$ cat src/rtl/rand_burst_ctrl_pkg.sv
// Shared definitions for the randomizer burst sequencer: state encoding,
// seed width, pad byte and the seed-assembly helper.
package rand_burst_ctrl_pkg;

    localparam int SEED_W = 15;
    localparam logic [7:0] PAD_BYTE = 8'hFF;

    localparam logic [2:0] ST_IDLE = 3'd0;
    localparam logic [2:0] ST_LOAD = 3'd1;
    localparam logic [2:0] ST_DATA = 3'd2;
    localparam logic [2:0] ST_PAD  = 3'd3;
    localparam logic [2:0] ST_DONE = 3'd4;

    typedef enum logic [2:0] {
        IDLE = ST_IDLE,
        LOAD = ST_LOAD,
        DATA = ST_DATA,
        PAD  = ST_PAD,
        DONE = ST_DONE
    } state_t;

    // The 2'b11 and 1'b1 filler bits keep the seed from ever being all zeros.
    function automatic logic [SEED_W-1:0] build_seed(input logic [3:0] bsid,
                                                     input logic [3:0] diuc,
                                                     input logic [3:0] frame_num);
        return {bsid, 2'b11, diuc, 1'b1, frame_num};
    endfunction

endpackage

$ cat src/rtl/rand_burst_ctrl_if.sv
// MAC byte-source handshake. A byte moves on every clock edge where
// src_valid && src_ready; src_data must be stable while src_valid is high.
interface rand_burst_ctrl_if;
    logic [7:0] src_data;
    logic       src_valid;
    logic       src_ready;

    modport master (output src_data, output src_valid, input src_ready);
    modport slave  (input src_data, input src_valid, output src_ready);
endinterface

$ cat src/rtl/rand_burst_ctrl_byte_ser.sv
// Byte-to-bit serializer: holds one byte and shifts it out MSB-first, one bit
// per cycle. ready is also high on the last bit so bytes can chain without a bubble.
module rand_byte_ser (
    input  logic       clk,
    input  logic       reset,
    input  logic       load,
    input  logic [7:0] data,
    output logic       ready,
    output logic       ser_bit,
    output logic       valid,
    output logic       last
);
    logic [7:0] shreg;
    logic       held;
    logic [2:0] bit_cnt;

    assign last    = held && (bit_cnt == 3'd7);
    assign ready   = !held || last;
    assign valid   = held;
    assign ser_bit = held & shreg[7];

    always_ff @(posedge clk or posedge reset) begin
        if (reset) begin
            shreg   <= '0;
            held    <= 1'b0;
            bit_cnt <= '0;
        end else if (load && ready) begin
            shreg   <= data;
            held    <= 1'b1;
            bit_cnt <= '0;
        end else if (held) begin
            shreg   <= {shreg[6:0], 1'b0};
            bit_cnt <= bit_cnt + 1'b1;
            if (last) held <= 1'b0;
        end
    end
endmodule

$ cat src/rtl/rand_burst_ctrl.sv
// Burst sequencer ahead of the bit-serial randomizer: seed reload, MAC byte
// serialization and (when RAND_BURST_CTRL_PAD_EN is defined) 0xFF padding.
module rand_burst_ctrl
    import rand_burst_ctrl_pkg::*;
#(
    parameter int LEN_W = 11
) (
    input  logic              clk,
    input  logic              reset,
    input  logic              start,
    input  logic [LEN_W-1:0]  data_len,
    input  logic [LEN_W-1:0]  alloc_len,
    input  logic [3:0]        bsid,
    input  logic [3:0]        diuc,
    input  logic [3:0]        frame_num,
    rand_burst_ctrl_if.slave  src,
    output logic              rnd_bits,
    output logic              rnd_valid,
    output logic              rnd_reload,
    output logic [SEED_W-1:0] rnd_iv,
    output logic              busy,
    output logic              done,
    output logic [2:0]        fsm_state
);
    state_t           state;
    state_t           tail_state;
    logic [LEN_W-1:0] data_len_q;
    logic [LEN_W-1:0] byte_cnt;
    logic             ser_ready;
    logic             ser_bit;
    logic             ser_valid;
    logic             ser_last;
    logic             ready;
    logic             accept;
    logic             data_end;

    // Bytes are accepted from LOAD onward so the first bit can leave at T+2.
    assign ready      = (state == LOAD || state == DATA) && (byte_cnt < data_len_q) && ser_ready;
    assign src.src_ready = ready;
    assign accept     = src.src_valid && ready;
    assign data_end   = ser_last && (byte_cnt == data_len_q);

`ifdef RAND_BURST_CTRL_PAD_EN
    logic [LEN_W+2:0] pad_cnt;
    logic [LEN_W-1:0] eff_alloc;

    assign eff_alloc  = (alloc_len > data_len) ? alloc_len : data_len;
    assign tail_state = (pad_cnt != '0) ? PAD : DONE;
`else
    logic unused_alloc;

    assign unused_alloc = ^{alloc_len, PAD_BYTE};
    assign tail_state   = DONE;
`endif

    rand_byte_ser u_ser (
        .clk     (clk),
        .reset   (reset),
        .load    (accept),
        .data    (src.src_data),
        .ready   (ser_ready),
        .ser_bit (ser_bit),
        .valid   (ser_valid),
        .last    (ser_last)
    );

    always_ff @(posedge clk or posedge reset) begin
        if (reset) begin
            state      <= IDLE;
            data_len_q <= '0;
            byte_cnt   <= '0;
            rnd_iv     <= '0;
`ifdef RAND_BURST_CTRL_PAD_EN
            pad_cnt    <= '0;
`endif
        end else begin
            if (accept) byte_cnt <= byte_cnt + 1'b1;
            case (state)
                IDLE: begin
                    if (start) begin
                        data_len_q <= data_len;
                        byte_cnt   <= '0;
                        rnd_iv     <= build_seed(bsid, diuc, frame_num);
`ifdef RAND_BURST_CTRL_PAD_EN
                        pad_cnt    <= {eff_alloc - data_len, 3'b000};
`endif
                        state      <= LOAD;
                    end
                end
                LOAD: state <= (data_len_q != '0) ? DATA : tail_state;
                DATA: if (data_end) state <= tail_state;
`ifdef RAND_BURST_CTRL_PAD_EN
                PAD: begin
                    pad_cnt <= pad_cnt - 1'b1;
                    if (pad_cnt == {{(LEN_W+2){1'b0}}, 1'b1}) state <= DONE;
                end
`endif
                DONE:    state <= IDLE;
                default: state <= IDLE;
            endcase
        end
    end

    always_comb begin
        rnd_valid = 1'b0;
        rnd_bits  = 1'b0;
        if (state == DATA) begin
            rnd_valid = ser_valid;
            rnd_bits  = ser_bit;
        end
`ifdef RAND_BURST_CTRL_PAD_EN
        else if (state == PAD) begin
            rnd_valid = 1'b1;
            rnd_bits  = PAD_BYTE[7];
        end
`endif
    end

    assign rnd_reload = (state == LOAD);
    assign busy       = (state == LOAD) || (state == DATA) || (state == PAD);
    assign done       = (state == DONE);
    assign fsm_state  = state;

endmodule

$ cat src/flat_wrapper.sv
// flat-port wrapper written by rule: the top's interface ports become plain ports
module rand_burst_ctrl_flat import rand_burst_ctrl_pkg::*;
#(
    parameter int LEN_W = 11
)
  (clk, reset, start, data_len, alloc_len, bsid, diuc, frame_num, rnd_bits, rnd_valid, rnd_reload, rnd_iv, busy, done, fsm_state, src_src_data, src_src_valid, src_src_ready);
  rand_burst_ctrl_if src_i ();
  input  logic clk;
  input  logic reset;
  input  logic start;
  input  logic [LEN_W-1:0] data_len;
  input  logic [LEN_W-1:0] alloc_len;
  input  logic [3:0] bsid;
  input  logic [3:0] diuc;
  input  logic [3:0] frame_num;
  output logic rnd_bits;
  output logic rnd_valid;
  output logic rnd_reload;
  output logic [SEED_W-1:0] rnd_iv;
  output logic busy;
  output logic done;
  output logic [2:0] fsm_state;
  input wire logic [$bits(src_i.src_data)-1:0] src_src_data;
  input wire logic [$bits(src_i.src_valid)-1:0] src_src_valid;
  output wire logic [$bits(src_i.src_ready)-1:0] src_src_ready;
  assign src_i.src_data = src_src_data;
  assign src_i.src_valid = src_src_valid;
  assign src_src_ready = src_i.src_ready;
  rand_burst_ctrl #(.LEN_W(LEN_W)) u_core (.clk(clk), .reset(reset), .start(start), .data_len(data_len), .alloc_len(alloc_len), .bsid(bsid), .diuc(diuc), .frame_num(frame_num), .src(src_i), .rnd_bits(rnd_bits), .rnd_valid(rnd_valid), .rnd_reload(rnd_reload), .rnd_iv(rnd_iv), .busy(busy), .done(done), .fsm_state(fsm_state));
endmodule
$ cat config.mk
export PLATFORM = sky130hd
export DESIGN_NAME = rand_burst_ctrl_flat
export DESIGN_NICKNAME = d
export VERILOG_FILES = /design/src/rtl/rand_burst_ctrl_pkg.sv /design/src/rtl/rand_burst_ctrl_if.sv /design/src/rtl/rand_burst_ctrl_byte_ser.sv /design/src/rtl/rand_burst_ctrl.sv /design/src/flat_wrapper.sv
export SDC_FILE = /design/constraint.sdc
export NUM_CORES = 1
export LEC_CHECK = 0
export BUFFER_PORTS_ARGS = -buffer_cell sky130_fd_sc_hd__buf_2
export CAP_MARGIN = 20
export CORE_MARGIN = 2
export CORE_UTILIZATION = 54
export CTS_BUF_LIST = sky130_fd_sc_hd__clkbuf_4
export DETAILED_ROUTE_END_ITERATION = 10
export GPL_TIMING_DRIVEN = 0
export PLACE_DENSITY = 0.82
export SLEW_MARGIN = 20
export SYNTH_ARGS = -nofsm -noshare
export SYNTH_HDL_FRONTEND = slang
export SYNTH_SLANG_ARGS = --single-unit
$ cat constraint.sdc
create_clock -name clk -period 2.5 [get_ports clk]
set_clock_uncertainty 0.05 [all_clocks]
set_input_delay 0.375 -clock clk [delete_from_list [all_inputs] [get_ports clk]]
set_output_delay 0.375 -clock clk [all_outputs]
set_load 0.02 [all_outputs]
Word-level counts from Yosys, hierarchy flattened
Cells that the tools add are included.
Storage, ports and cells
  output and inout bits: 24
  input bits: 46
  logic and storage cells: 50
  register bits: 52
Cells by class
  bitwise logic cells: 1
  muxes and demuxes: 16
  magnitude comparators: 1
  equality and inequality tests: 8
  reduce and logical (&&, ||, !) cells: 15
  add/subtract/negate cells: 2
Operator list (number)
  2-to-1 mux 11 bit: 3
  2-to-1 mux 8 bit: 2
  2-to-1 mux 3 bit: 5
  adder 11 x 1 -> 11 bit, second input constant: 1
  == test 11 bit: 1
  < comparator 11 bit: 1
  nonzero test 11 bit: 1
  case mux 3 bit (3 select lines): 1
  == test 3 x 2 -> 1 bit, second input constant: 2
  == test 3 bit, second input constant: 2
  logical AND 1 bit: 6
  2-to-1 mux 1 bit: 5
  AND reduction 2 bit: 2
  adder 3 x 1 -> 3 bit, second input constant: 1
  == test 3 x 1 -> 1 bit, second input constant: 1
  zero test 3 bit: 1
  logical OR 1 bit: 3
  inequality test 2 x 1 -> 1 bit, second input constant: 1
  inequality test 2 bit, second input constant: 1
  nonzero test 2 bit: 1
  AND 1 bit: 1
  zero test 1 bit: 1

Depth between registers and ports, before layout
  depth in word-level cells: 8
  depth in mapped cells: 8
  gate-level depth less buffers: 7

Cells and area by module
A second synthesis with hierarchy kept.
Unflattened totals
  cell total of the unflattened synthesis: 277
  area total of the unflattened synthesis: 2622.5 um^2
Modules (own cells, without submodules)
  rand_burst_ctrl: cells an instance 222, area each 2006.9 um^2, seq. area each 950.9 um^2, instances 1
  rand_byte_ser: cells an instance 55, area each 615.6 um^2, seq. area each 300.3 um^2, instances 1

Worst setup path after synthesis
No wires, ideal clock.
  kind: register to register
  start: reg u_core.byte_cnt[10]
  end: reg u_core.u_ser.shreg[0]
  arrival: 2.029 ns
  clock period less this slack: 2.204 ns
  library setup time: 0.125 ns
  path buffers: 1
  stages on the path, launching flop included: 8
  slack: 0.296 ns
  required time: 2.325 ns
  path through: dfrtp_1 ha_1 a211oi_2 o211ai_2 or3b_4 nand2b_4 buf_6 mux2_4
On the way
  longest elaborated chain between the ends: 6
  elaborated cells between the ends (all ways): 7
  those cells by class: 1 x order compare; 1 x mux; 5 x reduce/logical
RTL lines
  start, declared: RTL line rand_burst_ctrl.sv:28  | logic [LEN_W-1:0] byte_cnt;
  start signal, assigned: RTL line rand_burst_ctrl.sv:77  | if (accept) byte_cnt <= byte_cnt + 1'b1;
  < comparator 11 bit *: RTL line rand_burst_ctrl.sv:38  | assign ready = (state == LOAD || state == DATA) && (byte_cnt < data_len_q) && ser_ready;
  logical AND 1 bit * (2 in series): RTL line rand_burst_ctrl.sv:38
  logical AND 1 bit *: RTL line rand_burst_ctrl.sv:40  | assign accept = src.src_valid && ready;
  logical AND 1 bit *: RTL line rand_burst_ctrl_byte_ser.sv:27  | end else if (load && ready) begin
  2-to-1 mux 8 bit / nonzero test 2 bit (equally long branches)
  end signal, assigned: RTL line rand_burst_ctrl_byte_ser.sv:28  | shreg <= data;
  end signal, assigned: RTL line rand_burst_ctrl_byte_ser.sv:32  | shreg <= {shreg[6:0], 1'b0};
  end, declared: RTL line rand_burst_ctrl_byte_ser.sv:13  | logic [7:0] shreg;
Every way passes the cells marked *; elsewhere a longest branch is shown, timed or not.
A chain may end at the register's enable or synchronous reset.

Worst setup path after layout
  start: reg u_core.byte_cnt[6]
  end: out src_src_ready
On the way
  longest elaborated chain between the ends: 3
RTL lines
  < comparator 11 bit: RTL line rand_burst_ctrl.sv:38
  logical AND 1 bit (2 in series): RTL line rand_burst_ctrl.sv:38
  end, declared: RTL line flat_wrapper.sv:25  | output wire logic [$bits(src_i.src_ready)-1:0] src_src_ready;
Every way passes these cells.

==> implementation parameters <==
Parameter                              Value

Die
  Number of primary I/O pins    70
  Total die area    0.005347 mm^2
  Count of standard-cell rows    25
  Area of the core region    0.004661 mm^2
  Vertical extent of the die    73.12 um
  Initial standard-cell utilization of the core    0.5536
  Die outline width    73.12 um

Timing
  Measured slew at the worst slew-check pin    0.5486 ns
  Final-report setup violation count    0
  Max-slew violations    0
  Post-route worst hold slack    0.1451 ns
  Number of failing hold endpoints at the final stage    0
  Slew margin rel.    0.6343
  Peak Freq    410.5 MHz
  Worst path setup slack after routing    0.06370 ns
  Total Negative Setup Slacks    0 ns
  Min Tclk post-route    2.436 ns
  Final Cycle Share    0.9745

Cells and area
  Post-route cell area    0.003177 mm^2
  Multi-input combinational cell area    0.001277 mm^2
  Diodes inserted    0
  Most used cells in the layout excluding fill and tap cells    sky130_fd_sc_hd__nand2_1, sky130_fd_sc_hd__buf_2, sky130_fd_sc_hd__dfrtp_1
  Most common cell after layout, fill and taps aside    sky130_fd_sc_hd__nand2_1
  Number of inserted filler cells in the final layout    368
  Net total in the final layout    395
  Layout cell share with drive strength beyond 1    0.3353
  Utilization after layout    0.6816
  Area growth, synth to finish    23.13%
  Combined flip-flop and latch cell area    0.001252 mm^2

Route
  Average wire length per cell after detail routing    13.90 um
  Via count normalized by instance count    5.384
  Number of vias in the routed layout    2089
  Final routed DRC violation total    0
  Antenna violation net count after detailed routing    0
  Drt first-iter violations    77
  WL final    5.393 mm
  Number of detailed-route iterations in the first pass    4

Placed design
  Instance area at placement    0.002985 mm^2
  I/O Buffers    58
  HPWL reported at the end of detailed placement    3.919 mm
  Post-place setup slack    0.1640 ns
  Routability-driven placement congestion ratio    0.8311

Flow run
  Max-cap violations    0

Clocking
  Root buffer cell    sky130_fd_sc_hd__clkbuf_4
  Clk_lat worst skew    0.36 ns
  H-tree lvl count    2
  Buffer levels on the longest clock path    2
  Count of clock tree sinks    50
  Clock slew seen by the registers of the worst setup and hold paths    0.14 ns
  CTS tree    yes
  Num CTS Buffers    5

Global routing
  Vias in the first global route    2004
  Initial antenna violation count    0
  Largest net degree at the start of global routing    34
  GR Util All Layers    0.2178
  Total global routing overflow    0
  First-pass GRT wire length    9.032 mm

Setup path
  Critical Path Start Type    flip-flop
  Maximum fanout along the worst path    11
  Arrival time at the worst endpoint    2.01 ns
  Critical Path RT    2.08 ns
  Nature of the critical path endpoint    primary output
  Startpoint-to-endpoint class of the critical path    reg -> out

Min path
  Worst min path class    in -> reg

Synth
  Average instance area after synthesis    10.00 um^2
  Yosys cell types    43
  Count of state elements after synthesis    50
  Total number of yosys warnings    0
  Post-synthesis sequential area ratio    0.4850
  Post-Synthesis Cells    258
  Post-synthesis instance area    0.002580 mm^2
  Number of nets in the synthesized netlist    318

Run status
  Run status    finished clean

Power
  Power Dens Cells    1055 mW/mm^2
  P_leak    1.625 nW
  Worst VDD drop    594.6 uV
[area by class of cell]
type / count / area share
Multi-Input combinational cell: 183 / 0.4021
Buffer: 9 / 0.01536
Timing Repair Buffer: 72 / 0.1375
Clock inverter: 1 / 0.001182
Tap cell: 54 / 0.02127
Clock buffer: 5 / 0.01182
Inverter: 14 / 0.01654
Sequential cell: 50 / 0.3942
[cells in the mapped netlist (all sizes together)]
master	count	share of area
a211oi	1	0.0048
a21oi	13	0.025
a31o	2	0.0068
and2	2	0.0048
and3	2	0.0048
and4	2	0.0068
buf	6	0.017
clkbuf	5	0.0073
dfrtp	50	0.48
ha	14	0.068
inv	14	0.020
mux2	15	0.076
mux2i	4	0.016
nand2	61	0.089
nand2b	3	0.010
nand3	4	0.0078
nand3b	2	0.0058
nand4	5	0.012
nor2	10	0.015
nor2b	3	0.0073
nor3	1	0.0039
nor3b	2	0.0058
nor4	3	0.0073
o211ai	2	0.0078
o21ai	12	0.023
o21ba	1	0.0039
o21bai	1	0.0029
o31ai	5	0.015
o41ai	2	0.0068
or2	2	0.0049
or3b	1	0.0044
or4	5	0.015
or4b	2	0.0078
xnor2	1	0.0034
[power breakdown]
part           internal, mW  leakage (nW)  switching, mW
logic                 0.748         0.966          0.947
clock network        0.0967        0.0246          0.237
registers              1.11         0.634          0.213
[state kept, by name, indices dropped and copies added (netlist names)]
register,cells
u_core.rnd_iv,13
u_core.byte_cnt,11
u_core.data_len_q,11
u_core.u_ser.shreg,8
u_core.fsm_state,3
u_core.u_ser.bit_cnt,3
u_core.u_ser.valid,1
[metal layers]
| metal | global-route usage | share of wire |
|---|---|---|
| met3 | 0.05110 | 0.053 |
| met1 | 0.2959 | 0.46 |
| met5 | 0 | 0 |
| met4 | 0.05144 | 0.012 |
| met2 | 0.3534 | 0.47 |
[metrics by stage]
stage | total power [mW] | cells
floorplan | 2.454 | 258
global placement | 2.838 | 370
detailed placement | 2.913 | 372
CTS | 3.289 | 386
global route | 3.641 | 388
finish | 3.352 | 388
[critical path, cell delays in order (launching register included)]
cell and delay (ns):
sky130_fd_sc_hd__dfrtp_1 0.42, sky130_fd_sc_hd__ha_1 0.34, sky130_fd_sc_hd__nand4_1 0.15, sky130_fd_sc_hd__a21oi_1 0.28
sky130_fd_sc_hd__o21ba_4 0.28, sky130_fd_sc_hd__nor2_4 0.06, sky130_fd_sc_hd__buf_6 0.13
[path summary, 6_finish.rpt]
kind / from / end / slack (ns) / depth (start not counted)
max in group asynchronous: reset / u_core.byte_cnt[1]$_DFF_PP0_ / 1.55 / 5
min: frame_num[0] / u_core.rnd_iv[0]$_DFFE_PP0P_ / 0.15 / 3
min reg2reg: u_core.rnd_iv[5]$_DFFE_PP0P_ / u_core.rnd_iv[5]$_DFFE_PP0P_ / 0.44 / 2
min in group asynchronous: reset / u_core.byte_cnt[4]$_DFF_PP0_ / 0.51 / 4
max: u_core.byte_cnt[6]$_DFF_PP0_ / src_src_ready / 0.06 / 6
max reg2reg: u_core.data_len_q[10]$_DFFE_PP0P_ / u_core.u_ser.shreg[2]$_DFFE_PP0P_ / 0.11 / 9
[cells by family (layout without fill, tap and decap cells)]
| logic type | after synthesis | in the layout | synth area share |
|---|---|---|---|
| and+or+nand+nor | 110 | 110 | 0.2114 |
| adders and majority gates | 14 | 14 | 0.06790 |
| DFF | 50 | 50 | 0.4850 |
| muxes | 19 | 19 | 0.09118 |
| xor gates and xnor gates | 1 | 1 | 0.003395 |
| buffers and inverters | 25 | 101 | 0.04510 |
| AOI/OAI and AO/OA | 39 | 39 | 0.09602 |
[timing repair]
| action | in CTS | in global routing |
|---|---|---|
| resized for setup | 7 | 10 |
| buffers inserted | 7 | 4 |
| hold buffers | 1 | 0 |
| gates cloned | 0 | 0 |
| pin swaps | 4 | 4 |
| setup endpoints to repair | 1 | 1 |
| endpoints found under the hold margin | 32 | 0 |
Note: power is estimated with default switching activity, not from simulation.
